$ cat config.mk
export PLATFORM = sky130hd
export DESIGN_NAME = sram_port_arbiter
export DESIGN_NICKNAME = d
export VERILOG_FILES = /design/src/rtl/sram_port_arbiter_pkg.sv /design/src/rtl/sram_port_arbiter_tag_fifo.sv /design/src/rtl/sram_port_arbiter.sv
export SDC_FILE = /design/constraint.sdc
export NUM_CORES = 1
export LEC_CHECK = 0
export ABC_AREA = 1
export BUFFER_PORTS_ARGS = -buffer_cell sky130_fd_sc_hd__buf_4
export CORE_AREA = 3 3 109 111
export DETAILED_ROUTE_END_ITERATION = 10
export DIE_AREA = 0 0 112 114
export PLACE_DENSITY = 0.55
export SYNTH_ARGS = -nofsm -noshare
export SYNTH_HDL_FRONTEND = slang
export SYNTH_SLANG_ARGS = --single-unit
export TNS_END_PERCENT = 10
$ cat constraint.sdc
create_clock -name clk -period 3.54 [get_ports clk]
set_input_delay 0.354 -clock clk [delete_from_list [all_inputs] [get_ports clk]]
set_output_delay 0.354 -clock clk [all_outputs]
set_load 0.02 [all_outputs]
$ cat src/rtl/sram_port_arbiter_pkg.sv
// sram_port_arbiter_pkg
//   Shared encodings for the shared-port arbiter and its tag FIFO.
//   - owner_e : tag stored per accepted request (0 = fetch, 1 = load/store)
//   - lock_e  : state of the address-phase lock (open / held)
//   - SIZE_*  : sram-like transfer size encodings
package sram_port_arbiter_pkg;

   typedef enum logic {
      OWNER_INST = 1'b0,
      OWNER_DATA = 1'b1
   } owner_e;

   typedef enum logic {
      LOCK_OPEN = 1'b0,
      LOCK_HELD = 1'b1
   } lock_e;

   localparam logic [1:0] SIZE_BYTE = 2'd0;
   localparam logic [1:0] SIZE_HALF = 2'd1;
   localparam logic [1:0] SIZE_WORD = 2'd2;

endpackage

$ cat src/rtl/sram_port_arbiter_tag_fifo.sv
// tag_fifo
//   In-order 1-bit tag FIFO recording which requester owns each accepted
//   request. Pointers carry an extra wrap bit so full and empty are told
//   apart without a separate flag.
// Ports:
//   clk, reset      clock, asynchronous active-high reset
//   push, push_tag  enqueue a tag (ignored when full)
//   pop             dequeue the head (ignored when empty)
//   full, empty     occupancy flags
//   head            tag at the read pointer
module tag_fifo
   import sram_port_arbiter_pkg::*;
#(
   parameter int DEPTH = 4
) (
   input  logic clk,
   input  logic reset,
   input  logic push,
   input  logic push_tag,
   input  logic pop,
   output logic full,
   output logic empty,
   output logic head
);

   localparam int AW = $clog2(DEPTH);
   localparam logic [AW:0] PTR_ONE   = {{AW{1'b0}}, 1'b1};
   localparam logic [AW:0] DEPTH_CNT = (AW + 1)'(DEPTH);

   logic [DEPTH-1:0] mem_q, mem_d;
   logic [AW:0]      wr_ptr_q, wr_ptr_d;
   logic [AW:0]      rd_ptr_q, rd_ptr_d;
   logic [AW:0]      count;
   logic             do_push;
   logic             do_pop;

   // Wrap-bit pointers make the difference the exact occupancy.
   assign count   = wr_ptr_q - rd_ptr_q;
   assign full    = (count == DEPTH_CNT);
   assign empty   = (count == {(AW + 1){1'b0}});
   assign head    = mem_q[rd_ptr_q[AW-1:0]];
   assign do_push = push & ~full;
   assign do_pop  = pop & ~empty;

   // Next-state for storage and pointers; push and pop may both happen.
   always_comb begin
      mem_d    = mem_q;
      wr_ptr_d = wr_ptr_q;
      rd_ptr_d = rd_ptr_q;
      if (do_push) begin
         mem_d[wr_ptr_q[AW-1:0]] = push_tag;
         wr_ptr_d                = wr_ptr_q + PTR_ONE;
      end else begin
         wr_ptr_d = wr_ptr_q;
      end
      if (do_pop) begin
         rd_ptr_d = rd_ptr_q + PTR_ONE;
      end else begin
         rd_ptr_d = rd_ptr_q;
      end
   end

   // FIFO state registers.
   always_ff @(posedge clk or posedge reset) begin
      if (reset) begin
         mem_q    <= {DEPTH{1'b0}};
         wr_ptr_q <= {(AW + 1){1'b0}};
         rd_ptr_q <= {(AW + 1){1'b0}};
      end else begin
         mem_q    <= mem_d;
         wr_ptr_q <= wr_ptr_d;
         rd_ptr_q <= rd_ptr_d;
      end
   end

endmodule

$ cat src/rtl/sram_port_arbiter.sv
// sram_port_arbiter
//   Shares one sram-like port between instruction fetch (inst_*) and
//   load/store (data_*). Load/store wins by default; a fetch that has lost
//   STARVE_LIMIT consecutive cycles takes priority. A request offered but not
//   yet accepted locks the grant so the address phase stays stable. Every
//   acceptance pushes its owner into an in-order tag FIFO which steers the
//   matching response back to the right requester.
// Ports:
//   clk, reset                           clock, async active-high reset
//   inst_req/addr, inst_addr_ok          fetch address phase
//   inst_data_ok, inst_rdata             fetch response
//   data_req/wr/size/addr/wstrb/wdata    load/store address phase
//   data_addr_ok, data_data_ok, rdata    load/store handshake and response
//   mem_*                                shared downstream port
module sram_port_arbiter
   import sram_port_arbiter_pkg::*;
#(
   parameter int OUTSTANDING  = 4,
   parameter int STARVE_LIMIT = 8
) (
   input  logic        clk,
   input  logic        reset,
   input  logic        inst_req,
   input  logic [31:0] inst_addr,
   output logic        inst_addr_ok,
   output logic        inst_data_ok,
   output logic [31:0] inst_rdata,
   input  logic        data_req,
   input  logic        data_wr,
   input  logic [1:0]  data_size,
   input  logic [31:0] data_addr,
   input  logic [3:0]  data_wstrb,
   input  logic [31:0] data_wdata,
   output logic        data_addr_ok,
   output logic        data_data_ok,
   output logic [31:0] data_rdata,
   output logic        mem_req,
   output logic        mem_wr,
   output logic [1:0]  mem_size,
   output logic [31:0] mem_addr,
   output logic [3:0]  mem_wstrb,
   output logic [31:0] mem_wdata,
   input  logic        mem_addr_ok,
   input  logic        mem_data_ok,
   input  logic [31:0] mem_rdata
);

   localparam int SW = $clog2(STARVE_LIMIT) + 1;
   localparam logic [SW-1:0] STARVE_THR = SW'(STARVE_LIMIT);
   localparam logic [SW-1:0] STARVE_MAX = {SW{1'b1}};
   localparam logic [SW-1:0] STARVE_ONE = {{(SW - 1){1'b0}}, 1'b1};

   lock_e         lock_q, lock_d;
   owner_e        grant_q, grant_d;
   logic [SW-1:0] starve_q, starve_d;

   owner_e        winner;
   owner_e        grant_sel;
   owner_e        head_owner;
   logic          accept;
   logic          inst_accept;
   logic          fifo_full;
   logic          fifo_empty;
   logic          fifo_head;

   // Fresh winner: fetch only when starved, otherwise load/store if present.
   always_comb begin
      winner = OWNER_INST;
      if (inst_req && (starve_q >= STARVE_THR)) begin
         winner = OWNER_INST;
      end else if (data_req) begin
         winner = OWNER_DATA;
      end else begin
         winner = OWNER_INST;
      end
   end

   // A held lock freezes the grant until the pending request is accepted.
   always_comb begin
      grant_sel = winner;
      if (lock_q == LOCK_HELD) begin
         grant_sel = grant_q;
      end else begin
         grant_sel = winner;
      end
   end

   assign mem_req      = (inst_req | data_req) & ~fifo_full & ~reset;
   assign accept       = mem_req & mem_addr_ok;
   assign inst_accept  = accept & (grant_sel == OWNER_INST);
   assign inst_addr_ok = inst_accept;
   assign data_addr_ok = accept & (grant_sel == OWNER_DATA);

   // Drive the shared port from the granted requester; fetch is a word read.
   always_comb begin
      mem_wr    = 1'b0;
      mem_size  = SIZE_WORD;
      mem_addr  = 32'h0000_0000;
      mem_wstrb = 4'h0;
      mem_wdata = 32'h0000_0000;
      if (reset) begin
         mem_size = 2'b00;
      end else begin
         case (grant_sel)
            OWNER_DATA: begin
               mem_wr    = data_wr;
               mem_size  = data_size;
               mem_addr  = data_addr;
               mem_wstrb = data_wstrb;
               mem_wdata = data_wdata;
            end
            OWNER_INST: begin
               mem_wr    = 1'b0;
               mem_size  = SIZE_WORD;
               mem_addr  = inst_addr;
               mem_wstrb = 4'h0;
               mem_wdata = 32'h0000_0000;
            end
            default: begin
               mem_size = 2'b00;
            end
         endcase
      end
   end

   // Lock next-state: capture the winner on a refused offer, release on accept.
   always_comb begin
      lock_d  = lock_q;
      grant_d = grant_q;
      case (lock_q)
         LOCK_OPEN: begin
            if (mem_req && !mem_addr_ok) begin
               lock_d  = LOCK_HELD;
               grant_d = grant_sel;
            end else begin
               lock_d = LOCK_OPEN;
            end
         end
         LOCK_HELD: begin
            if (accept) begin
               lock_d = LOCK_OPEN;
            end else begin
               lock_d = LOCK_HELD;
            end
         end
         default: begin
            lock_d  = LOCK_OPEN;
            grant_d = OWNER_DATA;
         end
      endcase
   end

   // Starvation counter: counts consecutive lost fetch cycles, saturating.
   always_comb begin
      starve_d = starve_q;
      if (inst_req && !inst_accept) begin
         if (starve_q == STARVE_MAX) begin
            starve_d = starve_q;
         end else begin
            starve_d = starve_q + STARVE_ONE;
         end
      end else begin
         starve_d = {SW{1'b0}};
      end
   end

   // Arbiter state registers.
   always_ff @(posedge clk or posedge reset) begin
      if (reset) begin
         lock_q   <= LOCK_OPEN;
         grant_q  <= OWNER_DATA;
         starve_q <= {SW{1'b0}};
      end else begin
         lock_q   <= lock_d;
         grant_q  <= grant_d;
         starve_q <= starve_d;
      end
   end

   tag_fifo #(
      .DEPTH (OUTSTANDING)
   ) u_tag_fifo (
      .clk      (clk),
      .reset    (reset),
      .push     (accept),
      .push_tag (grant_sel == OWNER_DATA),
      .pop      (mem_data_ok),
      .full     (fifo_full),
      .empty    (fifo_empty),
      .head     (fifo_head)
   );

   // Responses are steered by the oldest tag; a response with no tag is dropped.
   assign head_owner   = owner_e'(fifo_head);
   assign inst_data_ok = mem_data_ok & ~fifo_empty & ~reset & (head_owner == OWNER_INST);
   assign data_data_ok = mem_data_ok & ~fifo_empty & ~reset & (head_owner == OWNER_DATA);
   assign inst_rdata   = mem_rdata;
   assign data_rdata   = mem_rdata;

endmodule

==> key figures, run 1 <==
Synth
  – Top-count cell post-synth: nor2_1
  – Post-Synthesis Cells: between 300 and 400
  – List of most frequent post-synthesis cells: nor2_1 (114), buf_4 (68), inv_1 (55), o21ai_0 (32), nand2_1 (28)
  – Seq/Total Area, Yosys: 17.2%
  – Post-Syn Area: 2330 um^2
  – Ys Warns: 0
  – Async set or reset register ratio after synthesis: between 90% and 100%
  – Top_reg_cell synth: dfrtp_1
  – Area contributors post-synth: buf_4 (22%), nor2_1 (18%), dfrtp_1 (16%)
  – Register bit total from synthesis: 16
  – Number of synthesized flops with an enable pin: 0
  – Synthesized area per cell: ~6.1 um^2
  – Largest area contributor in the netlist: buf_4
  – Share of the synthesized area in the top cell type: between 20% and 30%
  – Yosys cell types: 31
  – Syn Nets: 530

Clock tree
  – CTS H-Tree Depth: 1
  – Clock Sinks: 16
  – CTS Hold Bufs: 0
  – TritonCTS Buffers: 3
  – Root buf cell: clkbuf_8
  – Max clock buf depth: 2
  – Post-CTS Setup Inserts: 0
  – CTS tree: done
  – Post-CTS Resized: 0
  – Clock latency on the worst-skew pair: between 0.2 and 0.3 ns
  – Worst-path clk slew: ~0.07 ns

Detailed routing
  – Initial DRC Count: between 150 and 200
  – Vias/cell: 4.05
  – 1st-pass router iterations: 4
  – Drt total wl: just under 10 mm
  – Routed wire per std cell: roughly 15 um
  – Vias: about 2,600
  – # DRC: 0
  – DRT antenna net count: 0

Floorplanning
  – Core area: ~11,000 um^2
  – Initial Util: between 20% and 30%
  – Die ar.: 12,800 um^2
  – Width of the die: approximately 110 um
  – IO Pins: 281
  – Cell Rows: 38
  – Die Ht: 114 um

Min path
  – HP Class: input port to asynchronous set/reset pin

Setup path
  – Critical Path Slowest Stage Cell: dfstp_2
  – R2R cell count: 6
  – Max FO, Critical Path: 35
  – Setup crit start: grant_q
  – Crit start category: flop
  – Worst EP arrival: between 2 and 2.5 ns
  – Worst path cell trace: inv_1 > o21ai_2 > inv_2 > nand4_2 > inv_1 > buf_4
  – CP Data Required Time: about 3.2 ns
  – Crit-path max cell delay: between 0.5 and 0.6 ns
  – Top Family by Delay on Critical Path: buffers and inverters
  – Reg2reg end: starve_q[0]
  – Buf/Inv on CP: 4
  – Reg2Reg Setup Slack: 1.47 ns
  – R2R Path Start: grant_q
  – CP Capture Type: primary output
  – CP Class: flop to primary output
  – CP most frequent cell: inv_1

Placed design
  – Placed Cells: about 630
  – Placed Instance Area: roughly 3300 um^2
  – Hpwl dp: roughly 8 mm
  – GPL Wtd Cong: between 0.8 and 0.9
  – Worst slack at placement: around 1.2 ns
  – I/O Buffers: around 180

Pwr
  – Lkg Pwr: 1.99 nW
  – Cell Pwr Density: between 500 and 600 nW/um^2
  – Max VDD drop: around 0.21 mV
  – Tot Pwr: about 2.0 mW

Layout
  – Final Instance Area: between 3000 and 4000 um^2
  – Ant diodes: 0
  – Area Growth Syn to Fin: 44.9%
  – Fin util: 31.0%
  – Final nets: about 640
  – Non-Filler Instances: between 600 and 700
  – Layout cells sized above 1: between 40% and 50%

Timing
  – Slew @ Worst Pin: 0.670 ns
  – Hold slack: 0.123 ns
  – Fmax: about 380 MHz
  – RSZ-0062 raised after global routing: no
  – Final-report setup violation count: 0
  – Final Cycle Share: between 70% and 80%
  – Relative slew margins: 55.3%
  – Final TNS setup: 0 ns
  – Worst Skew: about 0.0018 ns
  – Fin. Hold Viols: 0
  – Min cycle time layout: ~2.6 ns
  – Fin. max-slew vios: 0
  – Fin worst setup slack: around 0.91 ns

Global route
  – Global route overflow: 0
  – Gr usage total: 13.5%
  – Vias in the first global route: approximately 2,500
  – Antenna violations before repair: 0
  – Largest net degree at the start of global routing: 42
  – First-pass GRT wire length: 14.0 mm

Status
  – Status: finished clean

Job
  – Max-cap violations: 0
-- sequential cells by signal, summed over array words and instances, names as in the netlist, named ones only --
register / count
starve_q: 4
u_tag_fifo.rd_ptr_q: 3
u_tag_fifo.mem_q: 4
u_tag_fifo.wr_ptr_q: 3
grant_q: 1
-- where the power goes --
group          leakage, nW  switching (mW)  internal [mW]  total (mW)
clock               0.0288          0.0679         0.0988       0.167
combinational         1.76           0.908          0.553        1.46
sequential           0.199          0.0654          0.260       0.326
total                 1.99            1.04          0.912        1.95
-- cell families (layout without fill, tap and decap cells) --
| logic type | count (synthesis) | in the layout | share of synthesized area (%) |
|---|---|---|---|
| xor+xnor | 4 | 4 | 1.50 |
| buf+inv | 137 | 249 | 34.8 |
| flops | 16 | 16 | 17.2 |
| fa+ha+maj | 9 | 9 | 4.84 |
| simple gates | 169 | 169 | 31.6 |
| compound gates | 45 | 45 | 9.99 |
-- worst reg2reg max path, cell delays in order (launching register included) --
cell and delay (ns):
dfstp_2 0.53, inv_1 0.05, o21ai_2 0.52, inv_2 0.46
nand4_2 0.25, nand2_2 0.10, nor2_1 0.10
-- layout make-up --
cell class	instances	area, um^2
clock buffer	4	55.1
fill	1244	7510
multi-input combinational	227	1120
sequential	16	402
timing repair buffer	187	1400
tap	140	175
inverter	58	220
-- layer usage --
layer | wire length, um | share of wire, % | up-vias | global-route usage, %
met1 | 3870 | 40 | 1106 | 16.9
met3 | 807 | 8.4 | 8 | 3.50
met2 | 4880 | 51 | 142 | 23.7
met5 | 0 | 0 | - | 0
li1 | - | - | 1302 | -
met4 | 74 | 0.77 | 0 | 2.40
-- worst max path at each step --
stage / slack [ns] / endpoint / cells after the start
4_1_cts: 0.87 / inst_addr_ok / 6
3_5_place_dp: 1.16 / inst_addr_ok / 6
6_report: 0.91 / inst_addr_ok / 6
5_1_grt: 0.74 / mem_addr[31] / 6
3_3_place_gp: 1.18 / inst_addr_ok / 6
2_1_floorplan: 1.54 / mem_addr[22] / 4
-- placed cells by master (no fill, tap or decap) --
master,n
a21oi_1,5
buf_4,187
clkbuf_8,4
dfrtp_1,15
dfstp_2,1
ha_1,9
inv_1,55
inv_2,2
inv_4,1
nand2_1,28
nand2_2,5
nand2_4,1
nand3_1,10
nand3_4,1
nand3b_1,1
nand4_1,4
nand4_2,1
nor2_1,114
nor2_2,1
nor2_8,1
nor3_2,1
nor3b_2,1
o21ai_0,32
o21ai_1,6
o21ai_2,1
o22a_1,1
xnor2_1,1
xor2_1,3
Note: power is estimated with default switching activity, not from simulation.
==> run 2, diff against run 1 <==
==> constraint.sdc (replaced) <==
create_clock -name clk -period 2.6 [get_ports clk]
set_input_delay 0.26 -clock clk [delete_from_list [all_inputs] [get_ports clk]]
set_output_delay 0.26 -clock clk [all_outputs]
set_load 0.02 [all_outputs]
==> key figures, run 2 (synthesized netlist as in run 1, its figures left out) <==
Status
  – Status: finished clean

Layout
  – Final nets: 647
  – Largest regs: starve_q: 4 flops, u_tag_fifo.mem_q: 4 flops
  – Most frequent cells in the layout: buf_4 (190), nor2_1 (114), inv_1 (55)
  – Most common cell after layout, fill and taps aside: buf_4
  – Final Instance Area: 3410 um^2
  – Area Growth Syn to Fin: 46.3%
  – Ant diodes: 0
  – Fillers: 1,202
  – Layout cells sized above 1: a little over two fifths

Global route
  – First-pass GRT wire length: around 14 mm
  – Gr usage total: between 10 and 15%
  – Global route overflow: 0
  – Vias in the first global route: between 2,000 and 3,000
  – Largest net degree at the start of global routing: 39
  – Antenna violations before repair: 0

Timing
  – Slew @ Worst Pin: 0.403 ns
  – Worst Skew: about 0.0055 ns
  – Final TNS setup: 0 ns
  – Fin. Hold Viols: 0
  – Relative slew margins: between 70% and 80%
  – Fmax: approximately 420 MHz
  – Min cycle time layout: 2.37 ns
  – Final-report setup violation count: 0
  – RSZ-0062 raised after global routing: no
  – Hold slack: around 0.3 ns
  – Fin. max-slew vios: 0
  – Final Cycle Share: between 90% and 100%
  – Fin worst setup slack: about 0.23 ns

Setup path
  – Worst EP arrival: about 2.1 ns
  – Reg2reg end: u_tag_fifo.wr_ptr_q[1]
  – Crit path to: mem_addr[15]
  – CP Data Required Time: roughly 2.3 ns
  – R2R Path Start: u_tag_fifo.rd_ptr_q[1]
  – CP Class: input port to primary output
  – Crit start category: input port
  – CP Capture Type: primary output
  – R2R cell count: 9
  – Reg2Reg Setup Slack: 0.94 ns
  – Max FO, Critical Path: 28
  – Setup crit start: reset

Placed design
  – Hpwl dp: 8.02 mm
  – GPL Wtd Cong: roughly 0.83
  – Placed Instance Area: 3340 um^2
  – I/O Buffers: roughly 180
  – Worst slack at placement: ~0.74 ns

Job
  – Max-cap violations: 0

Detailed routing
  – # DRC: 0
  – Vias: roughly 2,600
  – 1st-pass router iterations: 4
  – Vias/cell: just over 4
  – Routed wire per std cell: around 15 um
  – Drt total wl: 9.58 mm
  – DRT antenna net count: 0
  – Initial DRC Count: roughly 210

Pwr
  – Lkg Pwr: approximately 2 nW
  – Switch share: 53.0%
  – Clock power frac: 8.3%
  – Cell Pwr Density: 789 nW/um^2
  – Net Sw Power: between 1 and 1.5 mW
  – Pint: around 1.3 mW
  – Tot Pwr: about 2.7 mW
  – Proportion of power drawn by combinational gates: approximately three quarters
  – Max VDD drop: ~0.27 mV
  – Flop pwr share: between 15 and 20%

Clock tree
  – Clock Sinks: 16
  – Root buf cell: clkbuf_8
  – Clock latency on the worst-skew pair: 0.25 ns
  – TritonCTS Buffers: 3
  – CTS H-Tree Depth: 1
  – Post-CTS Setup Inserts: 0
  – CTS tree: done
  – Worst-path clk slew: around 0.060 ns
  – Max clock buf depth: 2

Floorplanning
  – Initial Util: about a fifth
  – Width of the die: around 110 um
  – Core area: 10,900 um^2
  – Die Ht: 114 um
  – Die ar.: roughly 13,000 um^2
  – IO Pins: between 200 and 300
  – Cell Rows: 38

Min path
  – HP Class: input port to flop
## run 2: changes by cell type in the layout (fill, tap and decap cells not counted), sizes merged
cell	change
buf	+3
dlygate4sd3	+1
## run 2: area by class of cell
class	instances	area [um^2]	share of cell area [%]
inverter	58	220	6.47
timing repair buffer	191	1440	42.2
multi-input combinational	227	1120	32.8
sequential	16	402	11.8
clock buffer	4	55.1	1.62
tap	140	175	5.14
## run 2: per-stage QoR
| step | util, % | instances |
|---|---|---|
| 6_report | 31.3 | 636 |
| 5_1_grt | 31.3 | 636 |
| 4_1_cts | 31.3 | 636 |
| 3_5_place_dp | 30.7 | 631 |
| 3_3_place_gp | 30.7 | 631 |
| 2_1_floorplan | - | 380 |
## run 2: worst min path at each step
stage | start | to | cells past startpoint
6_report | inst_req | starve_q[1] | 3
5_1_grt | inst_req | starve_q[2] | 3
4_1_cts | inst_req | starve_q[1] | 3
3_5_place_dp | reset | asynchronous set/reset pin | 2
3_3_place_gp | reset | asynchronous set/reset pin | 2
2_1_floorplan | inst_req | starve_q[1] | 2
## run 2: repair_timing
action,4_1_cts,5_1_grt
hold endpoints to repair,5,0
gates resized for setup,0,0
hold buffers,1,0
## run 2: metal layers
metal / vias to the layer above / GRT usage, % / part of all wire (%)
met4: 0 / 2.08 / 0.85
li1: 1311 / - / -
met5: - / 0 / 0
met3: 8 / 4.24 / 8.6
met2: 153 / 23.3 / 50
met1: 1132 / 17.2 / 40
## run 2: power by group through the flow
stage	Sequential [mW]	Clock, mW	Combinational, mW
floorplan	0.419	0	1.48
global placement	0.445	0	2.01
detailed placement	0.447	0	2.03
CTS	0.446	0.232	2.04
global route	0.462	0.247	2.23
finish	0.446	0.224	2.02
## run 2: critical path, cell delays in order
cell and delay, ns:
dlygate4sd3_1 0.54, buf_4 0.17, inv_1 0.23, buf_4 0.36, o21ai_0 0.14, nor2_1 0.21, buf_4 0.19
